===== config.mk =====
export PLATFORM = sky130hd
export DESIGN_NAME = tile_scheduler
export DESIGN_NICKNAME = d
export VERILOG_FILES = /design/src/rtl/tile_scheduler.sv
export SDC_FILE = /design/constraint.sdc
export NUM_CORES = 1
export LEC_CHECK = 0
export ABC_AREA = 1
export ABC_CLOCK_PERIOD_IN_PS = 7800
export BUFFER_PORTS_ARGS = -buffer_cell sky130_fd_sc_hd__buf_2
export CAP_MARGIN = 20
export CORE_MARGIN = 5
export CORE_UTILIZATION = 67
export CTS_BUF_LIST = sky130_fd_sc_hd__clkbuf_8
export CTS_CLUSTER_DIAMETER = 200
export DETAILED_ROUTE_END_ITERATION = 10
export PLACE_DENSITY = 0.95
export SYNTH_ARGS = -nofsm -noshare
export SYNTH_HDL_FRONTEND = slang
export SYNTH_SLANG_ARGS = --single-unit

===== constraint.sdc =====
create_clock -name CLK -period 7.8 [get_ports CLK]
set_input_delay 0.78 -clock CLK [delete_from_list [all_inputs] [get_ports CLK]]
set_output_delay 0.78 -clock CLK [all_outputs]
set_load 0.02 [all_outputs]

===== src/rtl/tile_scheduler.sv =====
// Tile sequencer for the INT8 systolic array: walks M/N output tiles
// and drives operand feed, array flush and accumulator drain.
module tile_scheduler #(
  parameter int PE_ARRAY_NUM_ROWS      = 32,
  parameter int PE_ARRAY_NUM_ROWS_LOG2 = 5,
  parameter int PE_ARRAY_NUM_COLS      = 32,
  parameter int PE_ARRAY_NUM_COLS_LOG2 = 5,
  parameter int MAX_M_SIZE_LOG2        = 9,
  parameter int MAX_K_SIZE_LOG2        = 9,
  parameter int MAX_N_SIZE_LOG2        = 9,
  parameter int OPND1_SRAM_AWIDTH      = 10,
  parameter int OPND2_SRAM_AWIDTH      = 10,
  parameter int OUT_SRAM_AWIDTH        = 10
) (
  input  logic                         CLK,
  input  logic                         RST,
  input  logic                         START,
  input  logic                         STALL,
  input  logic [MAX_M_SIZE_LOG2-1:0]   M_SIZE_in,
  input  logic [MAX_K_SIZE_LOG2-1:0]   K_SIZE_in,
  input  logic [MAX_N_SIZE_LOG2-1:0]   N_SIZE_in,
  output logic [OPND1_SRAM_AWIDTH-1:0] OPND1_SRAM_ADDR_out,
  output logic [OPND2_SRAM_AWIDTH-1:0] OPND2_SRAM_ADDR_out,
  output logic                         OPND_RD_EN_out,
  output logic                         IS_COMPUTING_out,
  output logic                         IS_FLUSHING_out,
  output logic [OUT_SRAM_AWIDTH-1:0]   OUT_SRAM_ADDR_out,
  output logic                         OUT_SRAM_WEn_out,
  output logic [PE_ARRAY_NUM_COLS-1:0] OUT_COL_VALID_out,
  output logic                         BUSY_out,
  output logic                         CFG_ERR_out,
  output logic                         IS_FINISHED_out
);

  localparam int MTW = MAX_M_SIZE_LOG2 - PE_ARRAY_NUM_ROWS_LOG2 + 1;
  localparam int NTW = MAX_N_SIZE_LOG2 - PE_ARRAY_NUM_COLS_LOG2 + 1;
  localparam int CW  = 16;
  localparam int A1W = OPND1_SRAM_AWIDTH;
  localparam int A2W = OPND2_SRAM_AWIDTH;
  localparam int OW  = OUT_SRAM_AWIDTH;
  localparam int ROWS = PE_ARRAY_NUM_ROWS;
  localparam int COLS = PE_ARRAY_NUM_COLS;

  typedef enum logic [2:0] {
    IDLE, LOAD, FEED, FLUSH, DRAIN, NEXT, DONE
  } state_t;

  state_t state_q, state_n;
  logic [CW-1:0] cnt_q, cnt_n;
  logic [MTW-1:0] mt_q, mt_n, m_t_q, m_t_n;
  logic [NTW-1:0] nt_q, nt_n, n_t_q, n_t_n;
  logic [MAX_K_SIZE_LOG2-1:0] k_q, k_n;
  logic [MAX_N_SIZE_LOG2-1:0] n_q, n_n;
  logic [MAX_M_SIZE_LOG2-1:0] m_rem_q, m_rem_n;
  logic [MAX_N_SIZE_LOG2-1:0] n_rem_q, n_rem_n;
  logic [A1W-1:0] base1_q, base1_n;
  logic [A2W-1:0] base2_q, base2_n;
  logic [OW-1:0] obase_q, obase_n;

  logic [A1W-1:0] a1_n;
  logic [A2W-1:0] a2_n;
  logic [OW-1:0] oa_n;
  logic rd_n, comp_n, flush_n, wen_n, busy_n, err_n, fin_n;
  logic [COLS-1:0] colv_n;

  logic [MAX_M_SIZE_LOG2:0] m_sum;
  logic [MAX_N_SIZE_LOG2:0] n_sum;
  logic [CW-1:0] rv;
  logic last_tile, size_zero, stalled;

  assign m_sum = {1'b0, M_SIZE_in} + (MAX_M_SIZE_LOG2+1)'(ROWS - 1);
  assign n_sum = {1'b0, N_SIZE_in} + (MAX_N_SIZE_LOG2+1)'(COLS - 1);
  assign rv = (m_rem_q >= MAX_M_SIZE_LOG2'(ROWS)) ?
              CW'(ROWS) : CW'(m_rem_q);
  assign last_tile = (m_t_q == mt_q - MTW'(1)) &&
                     (n_t_q == nt_q - NTW'(1));
  assign size_zero = (M_SIZE_in == '0) || (K_SIZE_in == '0) ||
                     (N_SIZE_in == '0);
  assign stalled = STALL && (state_q != IDLE);

  always_comb begin
    state_n = state_q;
    cnt_n   = cnt_q;
    mt_n    = mt_q;
    nt_n    = nt_q;
    m_t_n   = m_t_q;
    n_t_n   = n_t_q;
    k_n     = k_q;
    n_n     = n_q;
    m_rem_n = m_rem_q;
    n_rem_n = n_rem_q;
    base1_n = base1_q;
    base2_n = base2_q;
    obase_n = obase_q;
    err_n   = 1'b0;
    if (!stalled) begin
      unique case (state_q)
        IDLE: begin
          if (START && size_zero) err_n = 1'b1;
          else if (START) state_n = LOAD;
        end
        LOAD: begin
          k_n     = K_SIZE_in;
          n_n     = N_SIZE_in;
          m_rem_n = M_SIZE_in;
          n_rem_n = N_SIZE_in;
          mt_n    = MTW'(m_sum >> PE_ARRAY_NUM_ROWS_LOG2);
          nt_n    = NTW'(n_sum >> PE_ARRAY_NUM_COLS_LOG2);
          m_t_n   = '0;
          n_t_n   = '0;
          base1_n = '0;
          base2_n = '0;
          obase_n = '0;
          cnt_n   = '0;
          state_n = FEED;
        end
        FEED: begin
          if (cnt_q == CW'(k_q) - CW'(1)) begin
            cnt_n   = '0;
            state_n = FLUSH;
          end else cnt_n = cnt_q + CW'(1);
        end
        FLUSH: begin
          if (cnt_q == CW'(ROWS + COLS - 3)) begin
            cnt_n   = '0;
            state_n = DRAIN;
          end else cnt_n = cnt_q + CW'(1);
        end
        DRAIN: begin
          if (cnt_q + CW'(1) == rv) begin
            cnt_n   = '0;
            state_n = NEXT;
          end else cnt_n = cnt_q + CW'(1);
        end
        NEXT: begin
          obase_n = obase_q + OW'(ROWS);
          if (n_t_q != nt_q - NTW'(1)) begin
            n_t_n   = n_t_q + NTW'(1);
            n_rem_n = n_rem_q - MAX_N_SIZE_LOG2'(COLS);
            base2_n = base2_q + A2W'(k_q);
          end else begin
            n_t_n   = '0;
            n_rem_n = n_q;
            base2_n = '0;
            m_t_n   = m_t_q + MTW'(1);
            m_rem_n = m_rem_q - MAX_M_SIZE_LOG2'(ROWS);
            base1_n = base1_q + A1W'(k_q);
          end
          state_n = last_tile ? DONE : FEED;
        end
        DONE:    state_n = IDLE;
        default: state_n = IDLE;
      endcase
    end
  end

  // Output registers follow the next state so each phase shows up
  // in the same cycle the state register enters it.
  always_comb begin
    a1_n    = OPND1_SRAM_ADDR_out;
    a2_n    = OPND2_SRAM_ADDR_out;
    oa_n    = OUT_SRAM_ADDR_out;
    comp_n  = IS_COMPUTING_out;
    flush_n = IS_FLUSHING_out;
    colv_n  = OUT_COL_VALID_out;
    busy_n  = BUSY_out;
    rd_n    = 1'b0;
    wen_n   = 1'b1;
    fin_n   = 1'b0;
    if (!stalled) begin
      comp_n  = (state_n == FEED);
      flush_n = (state_n == FLUSH);
      busy_n  = (state_n != IDLE);
      fin_n   = (state_n == DONE);
      rd_n    = (state_n == FEED);
      wen_n   = (state_n != DRAIN);
      if (state_n == FEED) begin
        a1_n = base1_n + A1W'(cnt_n);
        a2_n = base2_n + A2W'(cnt_n);
      end
      if (state_n == DRAIN) oa_n = obase_n + OW'(cnt_n);
      colv_n = '0;
      if (state_n == FEED || state_n == FLUSH || state_n == DRAIN)
        for (int c = 0; c < COLS; c++)
          colv_n[c] = (32'(c) < 32'(n_rem_n));
    end
  end

  always_ff @(posedge CLK) begin
    if (RST) begin
      state_q <= IDLE;
      cnt_q   <= '0;
      mt_q    <= '0;
      nt_q    <= '0;
      m_t_q   <= '0;
      n_t_q   <= '0;
      k_q     <= '0;
      n_q     <= '0;
      m_rem_q <= '0;
      n_rem_q <= '0;
      base1_q <= '0;
      base2_q <= '0;
      obase_q <= '0;
      OPND1_SRAM_ADDR_out <= '0;
      OPND2_SRAM_ADDR_out <= '0;
      OPND_RD_EN_out      <= 1'b0;
      IS_COMPUTING_out    <= 1'b0;
      IS_FLUSHING_out     <= 1'b0;
      OUT_SRAM_ADDR_out   <= '0;
      OUT_SRAM_WEn_out    <= 1'b1;
      OUT_COL_VALID_out   <= '0;
      BUSY_out            <= 1'b0;
      CFG_ERR_out         <= 1'b0;
      IS_FINISHED_out     <= 1'b0;
    end else begin
      state_q <= state_n;
      cnt_q   <= cnt_n;
      mt_q    <= mt_n;
      nt_q    <= nt_n;
      m_t_q   <= m_t_n;
      n_t_q   <= n_t_n;
      k_q     <= k_n;
      n_q     <= n_n;
      m_rem_q <= m_rem_n;
      n_rem_q <= n_rem_n;
      base1_q <= base1_n;
      base2_q <= base2_n;
      obase_q <= obase_n;
      OPND1_SRAM_ADDR_out <= a1_n;
      OPND2_SRAM_ADDR_out <= a2_n;
      OPND_RD_EN_out      <= rd_n;
      IS_COMPUTING_out    <= comp_n;
      IS_FLUSHING_out     <= flush_n;
      OUT_SRAM_ADDR_out   <= oa_n;
      OUT_SRAM_WEn_out    <= wen_n;
      OUT_COL_VALID_out   <= colv_n;
      BUSY_out            <= busy_n;
      CFG_ERR_out         <= err_n;
      IS_FINISHED_out     <= fin_n;
    end
  end

endmodule


## Word-level counts from Yosys, hierarchy flattened

Cells that the tools add are included.

- Register bits after elaboration: 174
- Bits of input ports: 31
- Output and inout bits: 69

- Add/sub/neg operators: 16
- Order comparisons: 33
- Eq/ne operators: 17
- Mux-type cells: 33
- Bitwise logic cells: 2
- Reduce and logical (&&, ||, !) cells: 23

Operators by type and width:

| cell | count |
|---|---|
| $lt A5 B9 Y1 const A | 16 |
| $lt A4 B9 Y1 const A | 8 |
| $pmux W16 S4 | 1 |
| $mux W10 | 6 |
| $pmux W10 S2 | 3 |
| $mux W16 | 3 |
| $lt A3 B9 Y1 const A | 4 |
| $mux W9 | 4 |
| $pmux W9 S2 | 2 |
| $mux W32 | 1 |
| $add A10 B10 Y10 | 3 |
| $logic_not A9 Y1 | 3 |
| $mux W3 | 7 |
| $add A10 B9 Y10 | 2 |
| $add A9 B5 Y10 const B | 2 |
| $pmux W5 S2 | 2 |
| $lt A1 B9 Y1 const A | 2 |
| $lt A2 B9 Y1 const A | 2 |
| $pmux W3 S6 | 1 |
| $sub A9 B6 Y9 const B | 2 |
| $add A16 B1 Y16 const B | 1 |
| $eq A16 B16 Y1 | 1 |
| $eq A16 B6 Y1 const B | 1 |
| $eq A16 B9 Y1 | 1 |
| 25 further kinds | 46 |

## Longest topological paths before layout

- Depth after elaboration: 11
- Mapped depth: 30
- Gate-level depth less buffers: 29

## Least setup slack after synthesis

Ideal clock, no wire load.

- Path type: reg-to-reg
- Start: register k_q[1]
- End: register OPND1_SRAM_ADDR_out[8]
- Library setup time: 64 ps
- Data arrival time: 3598 ps
- Data required time: 7736 ps
- Slack: 4137 ps
- Stages on the path, launching flop included: 29
- Buffers on the path: 0
- Clock period less this slack: 3663 ps
- Cells stage by stage: dfxtp_1 -> inv_1 -> ha_1 -> inv_1 -> nand2_1 -> nand2_1 -> nor2_1 -> nand3_1 -> nor2_1 -> nand3_1 -> nor2_1 -> nand2_1 -> a22oi_1 -> nand2_1 -> nand2_1 -> nand2_1 -> o21ai_0 -> inv_1 -> ha_1 -> fa_1 -> nand3_1 -> nand2_1 -> a21o_1 -> a21oi_1 -> o21ai_0 -> a21oi_1 -> xnor2_1 -> nor2_1 -> nor2_1

- Elaborated cells on any way between the ends: 15

RTL lines:

| element | RTL line | text |
|---|---|---|
| start, declared | 52 | `logic [MAX_K_SIZE_LOG2-1:0] k_q, k_n;` |
| start signal, assigned | 222 | `k_q <= k_n;` |
| $sub A9 B1 Y10 | 118 | `if (cnt_q == CW'(k_q) - CW'(1)) begin` |
| $eq A16 B16 Y1 | 118 |  |
| $mux W16 | 118 |  |
| $pmux W16 S4 | 97 | `unique case (state_q)` |
| $mux W10 | 96 | `if (!stalled) begin` |
| net cnt_n[0] | 49 | `logic [CW-1:0] cnt_q, cnt_n;` |
| $add A10 B10 Y10 | 178 | `a1_n = base1_n + A1W'(cnt_n);` |
| end signal, assigned | 229 | `OPND1_SRAM_ADDR_out <= a1_n;` |
| end, declared | 22 | `output logic [OPND1_SRAM_AWIDTH-1:0] OPND1_SRAM_ADDR_out,` |

The timed path passes the listed nets, and every way through them passes these cells.
A chain may end at the register's enable or synchronous reset.

## Final worst setup path

- Start: register m_rem_q[5]
- End: register OPND1_SRAM_ADDR_out[8]

- Elaborated cells on any way between the ends: 12

RTL lines:

| element | RTL line | text |
|---|---|---|
| start, declared | 54 | `logic [MAX_M_SIZE_LOG2-1:0] m_rem_q, m_rem_n;` |
| start signal, assigned | 224 | `m_rem_q <= m_rem_n;` |
| $ge A9 B6 Y1 | 73 | `assign rv = (m_rem_q >= MAX_M_SIZE_LOG2'(ROWS)) ?` |
| $mux W9 * | 73 |  |
| $eq A16 B9 Y1 * | 130 | `if (cnt_q + CW'(1) == rv) begin` |
| $mux W16 * | 130 |  |
| $pmux W16 S4 * | 97 |  |
| $mux W10 * | 96 |  |
| net cnt_n[0] | 49 |  |
| $add A10 B10 Y10 * | 178 |  |

Mark *: on every way through the listed nets, which the timed path passes. The rest lies on a longest branch.

==> results.ini <==
[floorplan]
core_um2=15300
die_width_um=135
start_util=0.688
die-height_um=135
row_count=45
die_area_um2=18300
num_io_pins=100

[synthesis]
synth_seq_cells=174
async_flop_share=0
syn-num-nets=1626
syn_avg_cell_area_um2=6.84
yosysSeqAreaShare=0.332
netlist_instances=1535
synth-main-ff-cell=dfxtp_1
synth-edff-count=0
ys_types=46
syn_area_um2=10500
ys_warn_count=0

[routing]
wl_per_cell_um=15.9
drtAntennaViolNets=0
drc=0
drt_iter0_markers=1080
drt-vias-per-instance=5.82
dr.pass1.iters=7
dr_total_vias=10700
drt-total-wl_um=29100

[timing]
min_period_over_period=0.616
period_minus_slack_ns=4.80
finalHoldViolCount=0
slew_headroom=0.305
holdWs_ns=0.459
setup_viol=0
rsz0062_at_grt=no
finalMaxSlewViolations=0
tns_ns=0
tightest_slew_ns=1.04
worst_clock_skew_ns=0.0208
clock.fmax_ghz=0.208

[run_status]
status=finished, final reports clean

[cts]
cts_buffer_depth=2
htree_levels=4
postCtsSetupBuffers=0
hold_buffers=0
cts_tree=built
root_buffer=clkbuf_8
clkTransAtPathRegs_ns=0.10
cts.sinks=174
cts_buffers=17
cts_resized=0
insertion_delay_ns=0.48

[power_and_ir_drop]
power_mw=2.62
ir_drop_mv=0.227
p_leak_nw=5.39
p_per_area_nw_per_um2=229

[placement]
placed_cell_area_um2=11000
hpwl_um=21300
gp_congestion=1.01
portBuffers=99
dpl.cell_count=1799

[global_route]
grt_first_pass_wirelength_um=47200
grt_max_degree=88
antenna_found_initial=0
grt.total_usage=0.317
grt_pass1_vias=10000
gr-total-overflow=0

[worst_setup_path]
r2r-start=m_rem_q[5]
critPathLaunch=m_rem_q[5]
critical_path_class=flip-flop to flip-flop
critPathArrivalTime_ns=5.21
crit_top_cell=nand2_1
endpoint_kind=flip-flop
slowest_stage=nor2_1
crit_path_start_kind=flip-flop
path_max_fanout=13
critPathMaxStageDelay_ns=0.50
required_ns=8.21

[cells_and_area]
multiInputGateArea_um2=6100
layout.nets=1699
num-fill-cells=1172
final_layout_size_suffix_gt1_frac=0.125
area_growth_pct=9.24
seqCellArea_um2=3480
fin_cells=1832
fin_area_um2=11500
antenna_cells=0

[job]
cap_violations=0

[hold_path]
min_path_type=flip-flop to flip-flop
hold_start=OUT_COL_VALID_out[21]

path summary, 6_finish.rpt:
path	slack (ns)	to	depth (start not counted)
worst min-delay path	0.46	OUT_COL_VALID_out[21]	2
worst min register to register	0.46	OUT_COL_VALID_out[21]	2
worst max-delay path	3.00	OPND1_SRAM_ADDR_out[8]	28
worst max register to register	3.00	OPND1_SRAM_ADDR_out[8]	28
cell families after synthesis:
kind of cell | after synthesis | share of synthesized area
xor gates and xnor gates | 68 | 0.0567
DFF | 174 | 0.332
buffers and inverters | 227 | 0.0868
AOI/OAI and AO/OA | 268 | 0.138
adders and majority gates | 60 | 0.0751
and+or+nand+nor | 738 | 0.311
layout make-up:
class / instances / area share
clock buffers: 18 / 0.0216
clock inverters: 14 / 0.0144
inverters: 178 / 0.0583
multi-input cells: 1134 / 0.532
flip-flops and latches: 174 / 0.304
well taps: 211 / 0.0230
repair buffers: 103 / 0.0465
through the flow:
stage,utilization,setup WS (ns)
after global routing,0.751,2.54
after CTS,0.750,3.08
after global placement,0.723,3.28
final,0.751,3.00
after detailed placement,0.723,3.15
after floorplan,-,4.14
synth_stat cells, types with 3 or more instances:
library cell	n	area, um2
xor2_1	42	368
a21o_1	6	45.0
nand4_1	26	163
o32ai_1	6	52.6
nand3b_1	3	22.5
nand3_1	127	636
inv_1	159	597
a31oi_1	9	56.3
o2111ai_1	3	26.3
dfxtp_1	174	3480
nor2_1	149	559
nand2_1	362	1360
nor3_1	18	90.1
clkbuf_1	25	93.8
fa_1	5	100
nor2_2	14	87.6
xnor2_1	26	228
nor4_1	4	25.0
a211oi_1	4	30.0
buf_6	4	45.0
nand3_2	3	30.0
nand2_4	3	33.8
o22ai_1	8	50.1
or2_2	7	43.8
buf_1	5	18.8
buf_2	11	55.1
a21oi_1	117	586
inv_2	17	63.8
buf_4	4	30.0
o21ai_0	62	310
o21a_1	3	22.5
o21ai_1	43	215
nor2_4	7	78.8
nand2_2	9	56.3
ha_1	55	688
worst max-delay path, delay by kind of cell, from the launching register on:
kind / cells / cell delay (ns)
xor gates and xnor gates: 1 / 0.13
and+or+nand+nor: 16 / 2.12
buffers and inverters: 2 / 0.26
AOI/OAI and AO/OA: 6 / 1.00
adders and majority gates: 3 / 0.86
DFF: 1 / 0.34
power by group:
group	total, mW	switching [mW]	internal (mW)
Sequential	1.08	0.0753	1.00
Clock	0.661	0.381	0.279
Combinational	0.882	0.626	0.255
Total	2.62	1.08	1.54
layout by cell type (no fill, tap or decap), types with 3 or more instances in the layout:
master / instances
nor4_1: 4
o21ai_0: 62
o22ai_1: 8
nand3_2: 3
nand3b_1: 3
inv_2: 18
o32ai_1: 6
o21a_1: 3
nor3_1: 18
inv_8: 4
a211oi_1: 4
nand3_1: 127
inv_1: 158
a21oi_1: 117
buf_2: 99
a31oi_1: 9
a21o_1: 6
fa_1: 5
o2111ai_1: 3
xnor2_1: 26
nor2_1: 148
xor2_1: 42
nor2_4: 7
inv_6: 4
nand2_4: 3
or2_2: 7
nor2_2: 15
nand4_1: 26
ha_1: 55
o21ai_1: 43
nand2_2: 9
buf_4: 3
nand2_1: 362
dfxtp_1: 174
clkbuf_8: 18
registers in the layout (all words and copies together) (netlist names), 10 cells and up:
signal	cells
OUT_COL_VALID_out	32
OUT_SRAM_ADDR_out	10
OPND2_SRAM_ADDR_out	10
obase_q	10
cnt_q	16
base2_q	10
base1_q	10
OPND1_SRAM_ADDR_out	10
metal layers:
| metal | share of wire | GRT usage | vias to the layer above |
|---|---|---|---|
| met3 | 0.086 | 0.0561 | 96 |
| met4 | 0.037 | 0.134 | 0 |
| met1 | 0.41 | 0.406 | 4858 |
| li1 | - | - | 5177 |
| met5 | 0 | 0 | - |
| met2 | 0.47 | 0.527 | 534 |
(Power assumes the default switching activity.)
